===== config.mk =====
export PLATFORM = sky130hd
export DESIGN_NAME = i2c_slave_tx_sequencer_flat
export DESIGN_NICKNAME = d
export VERILOG_FILES = /design/src/rtl/i2c_slave_tx_sequencer_if.sv /design/src/rtl/i2c_slave_tx_sequencer.sv /design/src/flat_wrapper.sv
export SDC_FILE = /design/constraint.sdc
export NUM_CORES = 1
export LEC_CHECK = 0
export CAP_MARGIN = 25
export CORE_MARGIN = 2
export CORE_UTILIZATION = 64
export CTS_BUF_LIST = sky130_fd_sc_hd__clkbuf_4
export DETAILED_ROUTE_END_ITERATION = 10
export DONT_BUFFER_PORTS = 1
export PLACE_DENSITY = 0.8
export SYNTH_ARGS = -nofsm -noshare
export SYNTH_HDL_FRONTEND = slang
export SYNTH_SLANG_ARGS = --single-unit

===== constraint.sdc =====
create_clock -name clk -period 2.4 [get_ports clk]
set_input_delay 0.24 -clock clk [delete_from_list [all_inputs] [get_ports clk]]
set_output_delay 0.24 -clock clk [all_outputs]
set_load 0.02 [all_outputs]

===== src/rtl/i2c_slave_tx_sequencer_if.sv =====
// I2C slave transmit sequencer bus: strobes, SDA sample, byte handshake and
// line-control outputs. master drives the inputs, slave is the sequencer.
interface i2c_slave_tx_sequencer_if;
  logic       go;
  logic       start;
  logic       stop;
  logic       rising_edge;
  logic       falling_edge;
  logic       sda_in;
  logic [7:0] tx_data;
  logic       tx_valid;
  logic       tx_ready;
  logic       sda_drive_low;
  logic       byte_sent;
  logic       ack_received;
  logic       nack_received;
  logic       tx_underrun;
  logic       scl_hold;
  logic       busy;

  modport master (
    output go,
    output start,
    output stop,
    output rising_edge,
    output falling_edge,
    output sda_in,
    output tx_data,
    output tx_valid,
    input  tx_ready,
    input  sda_drive_low,
    input  byte_sent,
    input  ack_received,
    input  nack_received,
    input  tx_underrun,
    input  scl_hold,
    input  busy
  );

  modport slave (
    input  go,
    input  start,
    input  stop,
    input  rising_edge,
    input  falling_edge,
    input  sda_in,
    input  tx_data,
    input  tx_valid,
    output tx_ready,
    output sda_drive_low,
    output byte_sent,
    output ack_received,
    output nack_received,
    output tx_underrun,
    output scl_hold,
    output busy
  );
endinterface


===== src/rtl/i2c_slave_tx_sequencer.sv =====
// I2C slave transmit bit sequencer for master-read transfers: shifts bytes
// MSB-first on SCL falls, samples master ACK/NACK on the 9th SCL rise.
// Ports: clk, rst (sync, active-high), bus (slave modport): go/start/stop,
//   rising_edge/falling_edge strobes, sda_in, tx_data/tx_valid/tx_ready,
//   sda_drive_low, byte_sent, ack_received, nack_received, tx_underrun,
//   scl_hold, busy. All outputs registered.
// Option: define I2C_TX_STRETCH_EN to stretch SCL on underrun instead of
//   sending IDLE_FILL.
module i2c_slave_tx_sequencer #(
  parameter logic [7:0] IDLE_FILL = 8'hFF
) (
  input logic clk,
  input logic rst,
  i2c_slave_tx_sequencer_if.slave bus
);

  typedef enum logic [2:0] {
    IDLE     = 3'd0,
    SHIFT    = 3'd1,
    ACK_WAIT = 3'd2,
    ACK_HOLD = 3'd3,
    STALL    = 3'd4
  } state_t;

  state_t     state_q, state_d;
  // MSB goes straight onto SDA at load, so only the
  // remaining seven bits are held for shifting.
  logic [6:0] shift_q, shift_d;
  logic [2:0] cnt_q, cnt_d;
  logic       nack_q, nack_d;
  logic       sda_q, sda_d;
  logic       rdy_q, rdy_d;
  logic       sent_q, sent_d;
  logic       ack_q, ack_d;
  logic       nrx_q, nrx_d;
  logic       busy_q;
  logic       load;
  logic       underrun;
`ifdef I2C_TX_STRETCH_EN
  logic       hold_q, hold_d;
`else
  logic       under_q, under_d;
`endif

  always_comb begin
    state_d  = state_q;
    shift_d  = shift_q;
    cnt_d    = cnt_q;
    nack_d   = nack_q;
    sda_d    = sda_q;
    rdy_d    = 1'b0;
    sent_d   = 1'b0;
    ack_d    = 1'b0;
    nrx_d    = 1'b0;
    load     = 1'b0;
    underrun = 1'b0;
`ifdef I2C_TX_STRETCH_EN
    hold_d   = hold_q;
`else
    under_d  = 1'b0;
`endif

    if (state_q != IDLE && (bus.start || bus.stop)) begin
      state_d = IDLE;
      sda_d   = 1'b0;
`ifdef I2C_TX_STRETCH_EN
      hold_d  = 1'b0;
`endif
    end else begin
      unique case (state_q)
        IDLE: begin
          if (bus.go) begin
            load     = bus.tx_valid;
            underrun = ~bus.tx_valid;
          end
        end
        SHIFT: begin
          if (bus.falling_edge) begin
            if (cnt_q == 3'd7) begin
              sda_d   = 1'b0;
              sent_d  = 1'b1;
              state_d = ACK_WAIT;
            end else begin
              shift_d = {shift_q[5:0], 1'b0};
              cnt_d   = cnt_q + 3'd1;
              sda_d   = ~shift_q[6];
            end
          end
        end
        ACK_WAIT: begin
          if (bus.rising_edge) begin
            ack_d   = ~bus.sda_in;
            nrx_d   = bus.sda_in;
            nack_d  = bus.sda_in;
            state_d = ACK_HOLD;
          end
        end
        ACK_HOLD: begin
          if (bus.falling_edge) begin
            if (nack_q) begin
              state_d = IDLE;
              sda_d   = 1'b0;
            end else begin
              load     = bus.tx_valid;
              underrun = ~bus.tx_valid;
            end
          end
        end
        STALL: begin
`ifdef I2C_TX_STRETCH_EN
          load = bus.tx_valid;
`else
          state_d = IDLE;
`endif
        end
        default: state_d = IDLE;
      endcase
    end

    if (load) begin
      shift_d = bus.tx_data[6:0];
      cnt_d   = 3'd0;
      sda_d   = ~bus.tx_data[7];
      rdy_d   = 1'b1;
      state_d = SHIFT;
`ifdef I2C_TX_STRETCH_EN
      hold_d  = 1'b0;
`endif
    end

    if (underrun) begin
`ifdef I2C_TX_STRETCH_EN
      state_d = STALL;
      hold_d  = 1'b1;
      sda_d   = 1'b0;
`else
      shift_d = IDLE_FILL[6:0];
      cnt_d   = 3'd0;
      sda_d   = ~IDLE_FILL[7];
      under_d = 1'b1;
      state_d = SHIFT;
`endif
    end
  end

  always_ff @(posedge clk) begin
    if (rst) begin
      state_q <= IDLE;
      shift_q <= '0;
      cnt_q   <= '0;
      nack_q  <= 1'b0;
      sda_q   <= 1'b0;
      rdy_q   <= 1'b0;
      sent_q  <= 1'b0;
      ack_q   <= 1'b0;
      nrx_q   <= 1'b0;
      busy_q  <= 1'b0;
`ifdef I2C_TX_STRETCH_EN
      hold_q  <= 1'b0;
`else
      under_q <= 1'b0;
`endif
    end else begin
      state_q <= state_d;
      shift_q <= shift_d;
      cnt_q   <= cnt_d;
      nack_q  <= nack_d;
      sda_q   <= sda_d;
      rdy_q   <= rdy_d;
      sent_q  <= sent_d;
      ack_q   <= ack_d;
      nrx_q   <= nrx_d;
      busy_q  <= (state_d != IDLE);
`ifdef I2C_TX_STRETCH_EN
      hold_q  <= hold_d;
`else
      under_q <= under_d;
`endif
    end
  end

  assign bus.tx_ready      = rdy_q;
  assign bus.sda_drive_low = sda_q;
  assign bus.byte_sent     = sent_q;
  assign bus.ack_received  = ack_q;
  assign bus.nack_received = nrx_q;
  assign bus.busy          = busy_q;
`ifdef I2C_TX_STRETCH_EN
  assign bus.scl_hold      = hold_q;
  assign bus.tx_underrun   = 1'b0;
`else
  assign bus.scl_hold      = 1'b0;
  assign bus.tx_underrun   = under_q;
`endif

endmodule


===== src/flat_wrapper.sv =====
// flat-port wrapper written by rule: the top's interface ports become plain ports
module i2c_slave_tx_sequencer_flat 
#(
  parameter logic [7:0] IDLE_FILL = 8'hFF
)
  (clk, rst, bus_go, bus_start, bus_stop, bus_rising_edge, bus_falling_edge, bus_sda_in, bus_tx_data, bus_tx_valid, bus_tx_ready, bus_sda_drive_low, bus_byte_sent, bus_ack_received, bus_nack_received, bus_tx_underrun, bus_scl_hold, bus_busy);
  i2c_slave_tx_sequencer_if bus_i ();
  input logic clk;
  input logic rst;
  input wire logic [$bits(bus_i.go)-1:0] bus_go;
  input wire logic [$bits(bus_i.start)-1:0] bus_start;
  input wire logic [$bits(bus_i.stop)-1:0] bus_stop;
  input wire logic [$bits(bus_i.rising_edge)-1:0] bus_rising_edge;
  input wire logic [$bits(bus_i.falling_edge)-1:0] bus_falling_edge;
  input wire logic [$bits(bus_i.sda_in)-1:0] bus_sda_in;
  input wire logic [$bits(bus_i.tx_data)-1:0] bus_tx_data;
  input wire logic [$bits(bus_i.tx_valid)-1:0] bus_tx_valid;
  output wire logic [$bits(bus_i.tx_ready)-1:0] bus_tx_ready;
  output wire logic [$bits(bus_i.sda_drive_low)-1:0] bus_sda_drive_low;
  output wire logic [$bits(bus_i.byte_sent)-1:0] bus_byte_sent;
  output wire logic [$bits(bus_i.ack_received)-1:0] bus_ack_received;
  output wire logic [$bits(bus_i.nack_received)-1:0] bus_nack_received;
  output wire logic [$bits(bus_i.tx_underrun)-1:0] bus_tx_underrun;
  output wire logic [$bits(bus_i.scl_hold)-1:0] bus_scl_hold;
  output wire logic [$bits(bus_i.busy)-1:0] bus_busy;
  assign bus_i.go = bus_go;
  assign bus_i.start = bus_start;
  assign bus_i.stop = bus_stop;
  assign bus_i.rising_edge = bus_rising_edge;
  assign bus_i.falling_edge = bus_falling_edge;
  assign bus_i.sda_in = bus_sda_in;
  assign bus_i.tx_data = bus_tx_data;
  assign bus_i.tx_valid = bus_tx_valid;
  assign bus_tx_ready = bus_i.tx_ready;
  assign bus_sda_drive_low = bus_i.sda_drive_low;
  assign bus_byte_sent = bus_i.byte_sent;
  assign bus_ack_received = bus_i.ack_received;
  assign bus_nack_received = bus_i.nack_received;
  assign bus_tx_underrun = bus_i.tx_underrun;
  assign bus_scl_hold = bus_i.scl_hold;
  assign bus_busy = bus_i.busy;
  i2c_slave_tx_sequencer #(.IDLE_FILL(IDLE_FILL)) u_core (.clk(clk), .rst(rst), .bus(bus_i));
endmodule

==> results of run 1 <==
registers in the layout, indices dropped and copies added (netlist names):
signal                    cells
u_core.nack_q                 1
u_core.state_q                3
u_core.bus.byte_sent          1
u_core.bus.nack_received      1
u_core.bus.sda_drive_low      1
u_core.shift_q                7
u_core.bus.tx_ready           1
u_core.bus.tx_underrun        1
u_core.cnt_q                  3
u_core.bus.ack_received       1
u_core.bus.busy               1
metal layers:
metal	global-route usage, %	vias to the layer above	wire, µm	part of all wire [%]
met5	0	-	0	0
met4	10.9	0	29	1.4
met3	5.20	5	130	6.4
met2	37.1	32	896	44
met1	32.3	355	965	48
li1	-	380	-	-
cell type report:
class                           count  area, µm²  share of cell area (%)
Sequential cell                    21        420                    38.5
Multi-Input combinational cell     73        579                    53.1
Tap cell                           16       20.0                    1.83
Timing Repair Buffer                3       30.0                    2.75
Clock buffer                        4       30.0                    2.75
Inverter                            3       11.3                    1.03
power groups by stage:
stage	combinational, µW	clock [µW]	sequential (µW)
global route	64.2	196	374
global placement	52.9	0	380
finish	58.6	179	373
CTS	58.5	181	372
detailed placement	54.1	0	380
floorplan	59.6	0	374
cells in the final DEF, fill, tap and decap left out, types with 3 or more instances in the layout:
master,n
nor2b_1,7
clkbuf_4,4
nand2_1,3
dlygate4sd3_1,3
dfxtp_1,21
o21ai_0,3
a21oi_1,4
nor3_1,5
inv_1,3
nor2_1,5
a221o_1,4
stage by stage:
step	utilization [%]	total power, µW
final	71.6	610
after global routing	71.6	635
after CTS	71.6	612
after detailed placement	67.7	434
after global placement	67.7	433
after floorplan	-	433
cell families after synthesis:
family          Yosys count
simple gates             40
mux                       3
compound gates           26
other cells               1
buf+inv                  10
fa+ha+maj                 2
flops                    21
worst paths after layout:
kind / startpoint / end / slack, ns
setup / recovery: u_core.cnt_q[0]$_SDFFE_PP0P_ / u_core.shift_q[2]$_SDFFE_PP0P_ / 0.56
hold / removal: bus_tx_valid / u_core.bus.tx_ready$_SDFF_PP0_ / 0.08
setup reg to reg: u_core.cnt_q[0]$_SDFFE_PP0P_ / u_core.shift_q[2]$_SDFFE_PP0P_ / 0.56
hold reg to reg: u_core.shift_q[0]$_SDFFE_PP0P_ / u_core.shift_q[0]$_SDFFE_PP0P_ / 0.48
worst max-delay path: stages (launching register included):
cell and delay [ns]:
dfxtp_1 0.34, ha_1 0.19, ha_1 0.20, mux2_2 0.29
o21bai_2 0.17, a31oi_4 0.16, a221o_1 0.38
==> run_results.csv, run 1 <==
group,metric,value,unit
run_status,status,"finished clean",
global_route,antenna_found_initial,0,
layout,final_area,1090,µm²
logic_synthesis,yosysWarnings,0,
sta,holdWs,0.0774,ns
die,die_area,2000,µm²
clock_network,h-tree-depth,1,
logic_synthesis,synthCells,103,
place,port_buffers,0,
layout,area_growth,2.59,%
sta,fin_setup_tns,0,ns
layout,final_cells,120,
place,dpl_cell_area,1030,µm²
logic_synthesis,synthTopCellsByArea,"dfxtp_1 (40%), nor2b_1 (4.1%), a221o_1 (3.8%)",
sta,tightest_slew,0.517,ns
worst_hold_path,hold_class,"primary input to register",
clock_network,cts.path.max_buffers,2,
sta,fin_skew,0.00268,ns
sta,setup_slack,0.557,ns
clock_network,numCtsBuffers,3,
logic_synthesis,synth_edf_count,0,
sta,rsz0062_at_grt,"false",
drt,wl_per_cell,16.9,µm
drt,routed_wirelength,2020,µm
logic_synthesis,ys_top_cells_by_count,"dfxtp_1 (21), nor2b_1 (7), nor2_1 (5), nor3_1 (5)",
place,place_congestion,0.854,
place,hpwl,1530,µm
logic_synthesis,synthXorXnorAreaFrac,0,%
die,die_y,44.8,µm
power,p_int,464,µW
critical_path,startpoint_type,"register",
layout,fillers,112,
sta,final.period_utilization,76.8,%
drt,dr.pass1.iters,4,
drt,via_per_inst,6.43,
logic_synthesis,synth_async_sr_flop_share,0,%
global_route,grt_pass1_wl,3470,µm
power,comb_power_share,9.6,%
logic_synthesis,ys_seq_area_share,39.5,%
global_route,grt_usage,24.1,%
global_route,grt_max_degree,12,
sta,finalHoldViolCount,0,
die,die_x,44.8,µm
clock_network,clk_pin_slew_worst_paths,0.11,ns
critical_path,cp_data_required_time,2.60,ns
layout,drive_gt1_share,18.3,%
global_route,grt_pass1_vias,775,
power,power_frac_seq,61.0,%
logic_synthesis,ys_ff_latch,21,
critical_path,critPathKind,"register to register",
critical_path,cp_max_fo,8,
logic_synthesis,synth_fa_ha_area_share,2.35,%
place,dp_cells,113,
power,swShare,24.0,%
clock_network,clock-root-buffer,"clkbuf_4",
logic_synthesis,synth_top_family_by_area,"simple AND/OR/NAND/NOR gates",
power,irDropWorstVdd,0.000499,V
die,coreArea,1520,µm²
clock_network,clock-sinks,21,
logic_synthesis,synth_compound_area_share,22.0,%
sta,relSlewSlack,65.5,%
critical_path,arrival,2.04,ns
global_route,grt-ovfl-total,0,
logic_synthesis,synth.most_common_cell,"dfxtp_1",
layout,nets,124,
power,power.switching,147,µW
sta,finalSetupViolCount,0,
worst_hold_path,hold_depth,1,
sta,slew_viol_final,0,
logic_synthesis,synth.area.mux_share,3.06,%
clock_network,ctsResizeCount,0,
drt,initialDrtViolationCount,29,
clock_network,cts_setup_buffers,0,
logic_synthesis,synth.avg_cell_area,10.3,µm²
clock_network,cts_tree,"done",
drt,detail_route.drc_violations,0,
power,powerDensity,559,nW/µm²
logic_synthesis,ys_types,45,
logic_synthesis,synth_top_area_share,39.5,%
logic_synthesis,synth_ff_type,"dfxtp_1",
critical_path,endpoint_kind,"register",
die,io_pins,25,
flow_run,drv_cap,0,
drt,vias,772,
place,dp_slack,0.580,ns
critical_path,worstRegToRegCells,6,
clock_network,worstSkewPairLatency,0.30,ns
logic_synthesis,synth_top_area_cell,"dfxtp_1",
sta,fin_crit,1.84,ns
drt,ant_nets,0,
layout,n_antenna_cell,0,
sta,max_clock_freq,543,MHz
die,start_util,69.8,%
power,p_clk_share,29.4,%
clock_network,cts_hold_buf,3,
power,leakagePower,0.000407,µW
logic_synthesis,synthSimpleGateAreaFrac,26.4,%
logic_synthesis,synthesis.area,1060,µm²
die,rows,14,
Power figures use the tool's default switching activity.
==> run 2, diff against run 1 <==
==> constraint.sdc (replaced) <==
create_clock -name clk -period 1.75 [get_ports clk]
set_input_delay 0.175 -clock clk [delete_from_list [all_inputs] [get_ports clk]]
set_output_delay 0.175 -clock clk [all_outputs]
set_load 0.02 [all_outputs]
==> run_results.csv, run 2 (synthesized netlist as in run 1, its figures left out) <==
group,metric,value,unit
critical_path,critical_path_buf_inv_count,0,
die,die_area,2000,µm²
clock_network,clock-sinks,21,
clock_network,numCtsBuffers,3,
sta,final.period_utilization,100,%
place,place_congestion,0.842,
layout,n_antenna_cell,0,
drt,ant_nets,0,
power,powerDensity,725,nW/µm²
layout,drive_gt1_share,27.3,%
global_route,grt_pass1_wl,3940,µm
global_route,grt_max_degree,14,
layout,final_common_cell,"dfxtp_1",
power,irDropWorstVdd,0.000619,V
clock_network,worstSkewPairLatency,0.32,ns
sta,finalHoldViolCount,0,
place,dp_cells,118,
sta,finalSetupViolCount,2,
critical_path,critPathKind,"register to register",
die,coreArea,1520,µm²
global_route,grt_pass1_vias,852,
drt,wl_per_cell,17.9,µm
critical_path,critPathMaxStageDelay,0.36,ns
clock_network,cts_tree,"done",
layout,layout_common_cells,"dfxtp_1 (18), nor2b_1 (7), buf_4 (6)",
die,start_util,69.8,%
layout,top_register,"u_core.shift_q",
critical_path,cp_max_fo,8,
layout,area_growth,10.6,%
run_status,violations,"setup timing",
critical_path,arrival,1.97,ns
flow_run,drv_cap,0,
layout,reg_top3,"u_core.shift_q x7, u_core.cnt_q x3, u_core.state_q x3",
place,hpwl,1640,µm
drt,via_per_inst,6.51,
global_route,antenna_found_initial,0,
drt,initialDrtViolationCount,12,
drt,detail_route.drc_violations,0,
sta,fin_setup_tns,-0.00692,ns
run_status,status,"finished with violations",
layout,nets,130,
global_route,busiest_layer,"met2",
power,leakagePower,0.000431,µW
sta,max_clock_freq,570,MHz
drt,dr.pass1.iters,4,
global_route,grt.met3_usage,8.00,%
clock_network,cts.path.max_buffers,2,
worst_hold_path,hold_class,"primary input to register",
critical_path,endpoint_kind,"register",
critical_path,startpoint_type,"register",
drt,vias,820,
sta,slew_viol_final,0,
sta,rsz0062_at_grt,"true",
critical_path,crit_chain,"ha_4 -> ha_4 -> mux2_4 -> o21bai_4 -> a31oi_4 -> a221o_1",
critical_path,crit_top_cell,"ha_4",
place,port_buffers,0,
sta,fin_skew,0.00442,ns
clock_network,clk_pin_slew_worst_paths,0.12,ns
die,die_x,44.8,µm
layout,largest_register_ff_count,7,
clock_network,h-tree-depth,1,
drt,routed_wirelength,2250,µm
die,rows,14,
critical_path,critPathTopFamily,"compound AO/OA/AOI/OAI gates",
global_route,grtUsageMet2,44.6,%
clock_network,clock-root-buffer,"clkbuf_4",
die,die_y,44.8,µm
die,io_pins,25,
global_route,grt_usage,27.9,%
sta,setup_slack,-0.00428,ns
layout,final_cells,126,
global_route,use_met1,34.1,%
power,finalPower,853,µW
global_route,grt-ovfl-total,0,
critical_path,crit_slowest_cell,"dfxtp_2",
sta,fin_crit,1.75,ns
critical_path,cp_data_required_time,1.97,ns
## run 2: worst register-to-register path: cells and delay by family, from the launching register on
family / cells / cell delay, ns
AO/OA/AOI/OAI: 3 / 0.70
flip-flops: 1 / 0.36
multiplexers: 1 / 0.28
adder cells (fa/ha/maj): 2 / 0.31
## run 2: per-layer routing
| metal | vias up | routed length (µm) |
|---|---|---|
| met3 | 8 | 124 |
| li1 | 393 | - |
| met2 | 30 | 1090 |
| met1 | 389 | 985 |
| met4 | 0 | 53 |
| met5 | - | 0 |
## run 2: worst paths after layout
kind,to,cells after the start,from,slack [ns]
worst max-delay path,u_core.shift_q[1]$_SDFFE_PP0P_,6,u_core.cnt_q[0]$_SDFFE_PP0P_,-0.004
worst max register to register,u_core.shift_q[1]$_SDFFE_PP0P_,6,u_core.cnt_q[0]$_SDFFE_PP0P_,-0.004
worst min register to register,u_core.shift_q[0]$_SDFFE_PP0P_,1,u_core.shift_q[0]$_SDFFE_PP0P_,0.48
worst min-delay path,u_core.shift_q[6]$_SDFFE_PP0P_,2,rst,0.01
## run 2: stage by stage
stage          area [µm²]  hold WS, ns  setup slack [ns]  utilization, %
6_report             1180       0.0120          -0.00428            77.2
5_1_grt              1180       0.0160           -0.0535            77.2
4_1_cts              1170       0.0119            0.0209            77.0
3_5_place_dp         1070        0.251           -0.0921            70.1
3_3_place_gp         1070        0.249           0.00229            70.1
2_1_floorplan        1070        0.252            0.0432               -
## run 2: final cells by class
class / count / area, µm²
multi-input combinational: 73 / 616
inverter: 3 / 11.3
tap: 16 / 20.0
clock buffer: 3 / 22.5
sequential: 21 / 424
fill: 103 / 348
clock inverter: 1 / 7.51
timing repair buffer: 9 / 75.1
## run 2: what timing repair did
| action | CTS | global route |
|---|---|---|
| setup buffers | 1 | 0 |
| pin swaps | 6 | 0 |
| gates resized for setup | 7 | 2 |
| endpoints found under the hold margin | 5 | 0 |
| hold buffers | 3 | 0 |
| endpoints found under the setup margin | 5 | 7 |
## run 2: power by group
group | total (µW) | internal (µW) | switching, µW
clock | 248 | 87.6 | 161
combinational | 96.3 | 45.6 | 50.7
sequential | 508 | 494 | 14.4
total | 853 | 627 | 226
